<file path="src/rtl/screen_mapper.sv">
// rtl/screen_mapper.sv - fp16 vertex to screen pixel mapper with clip and output FIFO
// Optional: SCREENMAP_ROUND_EN selects round-half-away conversion instead of truncation.
module screen_mapper #(
  parameter int WIDTH      = 640,
  parameter int HEIGHT     = 480,
  parameter int COORD_W    = 11,
  parameter int FIFO_DEPTH = 4
) (
  input  logic               i_Clk,
  input  logic               i_Reset,
  input  logic               i_Valid,
  output logic               o_Ready,
  input  logic [15:0]        i_X,
  input  logic [15:0]        i_Y,
  input  logic               i_Exception,
  output logic               o_PixValid,
  input  logic               i_PixReady,
  output logic [COORD_W-1:0] o_PixX,
  output logic [COORD_W-1:0] o_PixY,
  output logic [7:0]         o_DropCount
);

  localparam int SW    = COORD_W + 2;
  localparam int AW    = $clog2(FIFO_DEPTH);
  localparam int CNT_W = AW + 1;
`ifdef SCREENMAP_ROUND_EN
  localparam int MIN_E = 14;
`else
  localparam int MIN_E = 15;
`endif
  localparam logic signed [SW-1:0] HALF_W = SW'(WIDTH / 2);
  localparam logic signed [SW-1:0] HALF_H = SW'(HEIGHT / 2);
  localparam logic signed [SW-1:0] W_S    = SW'(WIDTH);
  localparam logic signed [SW-1:0] H_S    = SW'(HEIGHT);

  typedef enum logic [1:0] {IDLE, CONVX, CONVY, PUSH} state_t;

  // Returns {clip, signed integer}; denormals and |v| < 1 (or < 0.5 when rounding) give 0.
  function automatic logic [SW:0] fp16_to_int(input logic [15:0] f);
    int            e;
    int            sh;
    logic [SW-1:0] mag;
    logic [SW-1:0] val;
    logic          clip;
    e    = int'(f[14:10]);
    mag  = '0;
    clip = 1'b0;
    if (e == 31 || e >= 15 + COORD_W) begin
      clip = 1'b1;
    end else if (e >= MIN_E) begin
      mag = SW'({1'b1, f[9:0]});
      if (e <= 25) begin
        sh = 25 - e;
`ifdef SCREENMAP_ROUND_EN
        if (sh > 0) mag = mag + (SW'(1) << (sh - 1));
`endif
        mag = mag >> sh;
      end else begin
        mag = mag << (e - 25);
      end
    end
    val = f[15] ? -mag : mag;
    return {clip, val};
  endfunction

  state_t state_q, state_d;
  logic [15:0]        x_q, y_q;
  logic               exc_q, clipx_q, clipy_q;
  logic [COORD_W-1:0] px_q, py_q;
  logic [7:0]         drop_q;

  logic [2*COORD_W-1:0] mem_q [FIFO_DEPTH];
  logic [AW-1:0]        wr_ptr_q, rd_ptr_q;
  logic [CNT_W-1:0]     count_q;

  logic                 push, pop, drop, full;
  logic [SW:0]          conv;
  logic signed [SW-1:0] cval, px_full, py_full;
  logic                 clipx_c, clipy_c;

  // One converter serves both coordinates: X in CONVX, Y in CONVY.
  always_comb begin
    conv    = fp16_to_int((state_q == CONVX) ? x_q : y_q);
    cval    = $signed(conv[SW-1:0]);
    px_full = HALF_W + cval;
    py_full = HALF_H - cval;
    clipx_c = conv[SW] | px_full[SW-1] | (px_full >= W_S);
    clipy_c = conv[SW] | py_full[SW-1] | (py_full >= H_S);
  end

  assign full = (count_q == CNT_W'(FIFO_DEPTH));
  assign pop  = (count_q != '0) && i_PixReady;

  always_comb begin
    state_d = state_q;
    o_Ready = 1'b0;
    push    = 1'b0;
    drop    = 1'b0;
    case (state_q)
      IDLE: begin
        o_Ready = 1'b1;
        if (i_Valid) state_d = CONVX;
      end
      CONVX: state_d = CONVY;
      CONVY: state_d = PUSH;
      PUSH: begin
        if (exc_q || clipx_q || clipy_q) begin
          drop    = 1'b1;
          state_d = IDLE;
        end else if (!full || pop) begin
          push    = 1'b1;
          state_d = IDLE;
        end
      end
      default: state_d = IDLE;
    endcase
  end

  always_ff @(posedge i_Clk) begin
    if (i_Reset) begin
      state_q <= IDLE;
      x_q     <= '0;
      y_q     <= '0;
      exc_q   <= 1'b0;
      px_q    <= '0;
      py_q    <= '0;
      clipx_q <= 1'b0;
      clipy_q <= 1'b0;
      drop_q  <= '0;
    end else begin
      state_q <= state_d;
      if (state_q == IDLE && i_Valid) begin
        x_q   <= i_X;
        y_q   <= i_Y;
        exc_q <= i_Exception;
      end
      if (state_q == CONVX) begin
        px_q    <= px_full[COORD_W-1:0];
        clipx_q <= clipx_c;
      end
      if (state_q == CONVY) begin
        py_q    <= py_full[COORD_W-1:0];
        clipy_q <= clipy_c;
      end
      if (drop && drop_q != 8'hFF) drop_q <= drop_q + 8'd1;
    end
  end

  always_ff @(posedge i_Clk) begin
    if (i_Reset) begin
      for (int i = 0; i < FIFO_DEPTH; i++) mem_q[i] <= '0;
      wr_ptr_q <= '0;
      rd_ptr_q <= '0;
      count_q  <= '0;
    end else begin
      if (push) begin
        mem_q[wr_ptr_q] <= {px_q, py_q};
        wr_ptr_q        <= wr_ptr_q + AW'(1);
      end
      if (pop) rd_ptr_q <= rd_ptr_q + AW'(1);
      case ({push, pop})
        2'b10:   count_q <= count_q + CNT_W'(1);
        2'b01:   count_q <= count_q - CNT_W'(1);
        default: count_q <= count_q;
      endcase
    end
  end

  assign o_PixValid  = (count_q != '0);
  assign o_PixX      = mem_q[rd_ptr_q][2*COORD_W-1:COORD_W];
  assign o_PixY      = mem_q[rd_ptr_q][COORD_W-1:0];
  assign o_DropCount = drop_q;

endmodule
</file>
<file path="config.mk">
export PLATFORM = sky130hd
export DESIGN_NAME = screen_mapper
export DESIGN_NICKNAME = d
export VERILOG_FILES = /design/src/rtl/screen_mapper.sv
export SDC_FILE = /design/constraint.sdc
export NUM_CORES = 1
export LEC_CHECK = 0
export ABC_AREA = 1
export CAP_MARGIN = 20
export CORE_UTILIZATION = 25
export CTS_CLUSTER_SIZE = 12
export DETAILED_ROUTE_END_ITERATION = 12
export HOLD_SLACK_MARGIN = 0.05
export PLACE_DENSITY = 0.4
export SETUP_SLACK_MARGIN = 0.05
export SLEW_MARGIN = 20
export SYNTH_ARGS = -nofsm -noshare
export SYNTH_HDL_FRONTEND = slang
export SYNTH_SLANG_ARGS = --single-unit
</file>
<file path="constraint.sdc">
create_clock -name i_Clk -period 8.4 [get_ports i_Clk]
set_clock_uncertainty 0.1 [all_clocks]
set_input_delay 1.68 -clock i_Clk [delete_from_list [all_inputs] [get_ports i_Clk]]
set_output_delay 1.68 -clock i_Clk [all_outputs]
set_load 0.05 [all_outputs]
</file>
Word level (Yosys, flattened, before mapping)
Memory sizes are Yosys's and may differ from the RTL's. A register that Yosys moved wholly into a read port is not among the register bits.
Cells that the tools add are included.
- bits in latches: 0
- word-level logic and storage cells: 84
- bits in registers: 74
- output and inout bits: 32
- memories: 1
- input port bits: 37
- ROM bits: 0
- RAM bits: 88
- $mul: 0
- add/subtract/negate cells: 10
- div/mod/pow operators: 0
- magnitude comparators: 5
- reductions and logical operators: 13
- multiplexer cells: 27
- shift operators: 2
- bitwise logic cells: 4
- equality and inequality tests: 10
- memory list (memory ; depth ; bits a word ; read ports ; clocked after Yosys merged registers in ; write ports ; line ; RTL):
    mem_q ; 4 ; 22 ; 1 ; 1 ; 4 ; 72 ; logic [2*COORD_W-1:0] mem_q [FIFO_DEPTH];
- operator list (kind ; count):
    13-bit 2-to-1 mux ; 4
    11-bit by 32-bit << shifter with 13-bit output ; 1
    11-bit by 32-bit >> shifter with 13-bit output ; 1
    22-bit 2-to-1 mux ; 1
    22-bit OR reduction ; 1
    16-bit 2-to-1 mux ; 1
    10-bit by 13-bit adder with 13-bit output (first input constant) ; 1
    13-bit by 10-bit >= comparator with 1-bit output (second input constant) ; 1
    13-bit by 11-bit >= comparator with 1-bit output (second input constant) ; 1
    1-bit 2-to-1 mux ; 13
    13-bit negation ; 1
    9-bit by 13-bit subtractor with 13-bit output (first input constant) ; 1
    2-bit 2-to-1 mux ; 6
    8-bit by 1-bit adder with 8-bit output (second input constant) ; 1
    8-bit != test (second input constant) ; 1
    2-bit case mux with 4 select lines ; 1
    2-bit == test (second input constant) ; 3
    3-bit case mux with 2 select lines ; 1
    5-bit by 5-bit subtractor with 6-bit output (first input constant) ; 1
    5-bit by 5-bit subtractor with 6-bit output (second input constant) ; 1
    5-bit by 1-bit == test with 1-bit output (second input constant) ; 1
    5-bit by 4-bit >= comparator with 1-bit output (second input constant) ; 1
    5-bit >= comparator (second input constant) ; 1
    5-bit <= comparator (second input constant) ; 1
    other kinds (15) ; 25

Logic depth before layout (Yosys ltp)
- word-level depth: 12
- gate-level depth with buffers: 38
- mapped depth without buffers: 35

Least setup slack after synthesis
OpenSTA, ideal clock, no wires.
- path kind: input to register
- start point: input i_PixReady
- end point: memory mem_q[3][0] in the netlist's numbering (enable)
- arrival: 3.797 ns
- data required time: 7.865 ns
- stages: 6
- buffers on the path: 0
- library setup time: 0.435 ns
- slack: 4.068 ns
- path through: nand2_1 -> nand3_1 -> inv_1 -> nor3_1 -> inv_1 -> o31ai_1
- RTL lines (what ; line ; RTL):
    from (decl) ; 17 ; input logic i_PixReady,
    to (decl) ; 72 ;

Final worst setup path
- start point: register state_q[1]
- end point: register clipy_q
- cells in the longest elaborated chain, start to end: 12
- elaborated cells on any way between the ends: 22
- those cells by class: add/sub: 4; order compare: 4; eq/ne: 3; shift: 2; mux: 6; bitwise: 2; reduce/logical: 1
- RTL lines (what ; line ; RTL):
    from (decl) ; 66 ; state_t state_q, state_d;
    from (signal assigned) ; 131 ; state_q <= state_d;
    2-bit by 1-bit == test with 1-bit output ; 83 ; conv = fp16_to_int((state_q == CONVX) ? x_q : y_q);
    16-bit 2-to-1 mux ; 83 ;
    5-bit by 5-bit subtractor with 6-bit output, on equally long branches ; 59, 53 ;
    11-bit by 32-bit << shifter with 13-bit output / 11-bit by 32-bit >> shifter with 13-bit output (equally long branches) ; 59, 57 ;
    13-bit 2-to-1 mux ; 52 ; if (e <= 25) begin
    13-bit 2-to-1 mux ; 50 ; end else if (e >= MIN_E) begin
    13-bit 2-to-1 mux ; 48 ; if (e == 31 || e >= 15 + COORD_W) begin
    13-bit negation ; 62 ; val = f[15] ? -mag : mag;
    13-bit 2-to-1 mux ; 62 ;
    9-bit by 13-bit subtractor with 13-bit output ; 86 ; py_full = HALF_H - cval;
    13-bit by 10-bit >= comparator with 1-bit output / 1-bit OR (equally long branches) ; 88 ; clipy_c = conv[SW] | py_full[SW-1] | (py_full >= H_S);
    1-bit OR ; 88 ;
    to (signal assigned) ; 143 ; clipy_q <= clipy_c;
    to (decl) ; 68 ; logic exc_q, clipx_q, clipy_q;
Several ways; a longest one is shown, not always the timed one.
A chain may end at the register's enable or synchronous reset.

==> summary.txt <==
Status -> finished clean
Fin. Hold Viols -> 0
Class of the worst hold path -> reg -> reg
First-pass GRT wire length -> 42.6 mm
Syn Area/Cell -> 7.46 sq um
Max-cap viol count -> 0
Deepest clock path buffer count -> 2
Most common library cell in the layout ignoring fill and taps -> nand2_1
Final max-slew violation count -> 0
Die span in y -> 194 um
Synthesized Nets -> 1288
Max incr delay on CP -> 590 ps
Worst-skew pair later-pin latency -> 430 ps
Yosys warns -> 0
Leakage -> 0.00448 uW
Total grt overflow -> 0
Clock root cell -> clkbuf_16
Critical path arrival -> 5500 ps
Post-synth ARST share -> 0%
CTS buffer count -> 17
Area leader, netlist -> edfxtp_1
Top FF cell, synth -> edfxtp_1
Dpl cells -> 1715
Slowest CP cell -> ha_1
Core Util, Final -> 30.2%
DRT iter0 DRCs -> 356
DRT Pass-1 Iters -> 5
DRC Markers -> 0
CP Class -> reg -> reg
Pwr Density -> 352 nW/um^2
Worst setup SP type -> flop
Commonest non-fill, non-tap cells in the layout -> 236 x nand2_1, 194 x nor2_1, 136 x inv_1
CP endpoint kind -> flop
Htree depth -> 4
WP buf/inv -> 6
Final setup TNS -> 0 ps
Worst-path clk slew -> 70 ps
Net count, final -> 1326
Largest net degree at the start of global routing -> 59
Hold buffer count at CTS -> 0
Placer Congestion -> 0.803
I/O pins -> 69
Setup-failing EPs final -> 0
Final WL -> 26.5 mm
Die X -> 194 um
Comb power frac -> 53.4%
Num rows -> 69
Synth area leaders -> edfxtp_1 29%, dfxtp_1 17%, nand2_1 9.6%
Area Growth Syn to Fin -> 17.6%
CTS Sinks -> 164
Max rail drop VDD -> 0.223 mV
Sequential area share after synthesis -> 45.2%
Net Sw Frac -> 48.4%
Synthesized instance count -> 1235
Number of port buffers -> 68
Register share of total power -> 26.7%
Initial antenna violation count -> 0
Total number of vias -> 7957
Fin crit share -> 62.9%
Post-synth EDFFs -> 88
Die ar. -> 37600 sq um
FILL cells -> 3947
CP Data Required Time -> 8620 ps
Clock power share -> 19.9%
Post-DRT Antenna Nets -> 0
CTS tree -> done
Non-Filler Instances -> 1747
Min Tclk post-route -> 5280 ps
Starting Density -> 25.6%
Pint -> 1970 uW
Family with the most delay on the worst path -> simple AND/OR/NAND/NOR gates
Ratio of cells with drive above 1 in the final layout -> 8.01%
Synth Cell Area -> 9210 sq um
DP Wirelength -> 18.8 mm
NetSw -> 1850 uW
Total track usage -> 14.3%
CTS resizes -> 0
ANT cells -> 0
Worst slew margin -> 32.0%
Core area -> 35900 sq um
Synth Register Bits -> 164
Post-CTS setup buffer count -> 0
Vias in the first global route -> 7710
Vias per std cell -> 4.55
Top cell type's share of synthesized area -> 28.7%
Highest clock rate -> 189 MHz
WL/cell -> 15.2 um
CP max FO -> 36
Post-synth cell types -> 48
Worst-Margin Slew -> 1020 ps
RSZ-0062 raised after global routing -> no
CP most frequent cell -> nand2_1
## cell type report
class,instances,area [sq um],area share (%)
Clock buffer,19,433,4.00
Clock inverter,13,121,1.12
Inverter,149,562,5.18
Multi-Input combinational cell,864,4230,39.0
Sequential cell,164,4160,38.4
Tap cell,461,577,5.32
Timing Repair Buffer,77,748,6.91
## cells by family (layout without fill, tap and decap cells)
logic type	count (synthesis)	in the layout	synth area share, %
buffers and inverters	207	258	9.14
and+or+nand+nor	622	622	29.9
xor gates and xnor gates	5	5	0.679
AOI/OAI and AO/OA	221	221	12.8
adders and majority gates	16	16	2.25
DFF	164	164	45.2
## power groups by stage
stage / Clock (uW) / Combinational [uW] / Sequential, uW
after CTS: 778 / 2060 / 1020
after detailed placement: 0 / 2050 / 1040
after floorplan: 0 / 1550 / 1020
final: 758 / 2040 / 1020
after global routing: 812 / 2300 / 1030
after global placement: 0 / 2060 / 1040
## sequential cells by signal (all words and copies together) (netlist names), 2 cells and up, named ones only
signal	flops
mem_q	88
x_q	16
y_q	16
px_q	11
py_q	11
o_DropCount	8
count_q	3
rd_ptr_q	2
state_q	2
wr_ptr_q	2
## per-stage QoR
| step | setup WS [ps] | total power (uW) | cell area (sq um) | hold WS [ps] |
|---|---|---|---|---|
| 2_1_floorplan | 4070 | 2570 | 9210 | 324 |
| 3_3_place_gp | 2700 | 3100 | 10300 | 336 |
| 3_5_place_dp | 2630 | 3090 | 10300 | 347 |
| 4_1_cts | 3070 | 3860 | 10800 | 357 |
| 5_1_grt | 2480 | 4150 | 10800 | 380 |
| 6_report | 3120 | 3820 | 10800 | 353 |
## worst paths after layout
path	to	slack, ps	cells past startpoint	start
worst max register to register	clipy_q	3120	30	state_q[1]
worst min-delay path	y_q[0]	350	2	y_q[0]
worst max-delay path	clipy_q	3120	30	state_q[1]
worst min register to register	y_q[0]	350	2	y_q[0]
## per-layer routing
metal	global-route usage [%]	routed length [um]	share of wire, %	vias up
li1	-	-	-	4130
met1	18.5	12800	48	3679
met2	24.8	12700	48	137
met3	2.40	810	3.1	11
met4	3.20	258	0.97	0
met5	0	0	0	-
## cell usage after synthesis (all sizes together) (3+ instances only)
| cell | instances |
|---|---|
| a211oi | 3 |
| a21oi | 62 |
| buf | 15 |
| clkbuf | 43 |
| clkinv | 3 |
| dfxtp | 76 |
| edfxtp | 88 |
| ha | 15 |
| inv | 146 |
| nand2 | 263 |
| nand3 | 92 |
| nand3b | 3 |
| nand4 | 22 |
| nor2 | 209 |
| nor3 | 28 |
| o211ai | 4 |
| o21ai | 124 |
| o21bai | 3 |
| o22ai | 22 |
| xnor2 | 3 |
## tightest hold or removal path, stage by stage (launching register included)
cell and delay (ps):
dfxtp_1 300, inv_1 50, a21oi_1 50
(Power assumes the default switching activity.)
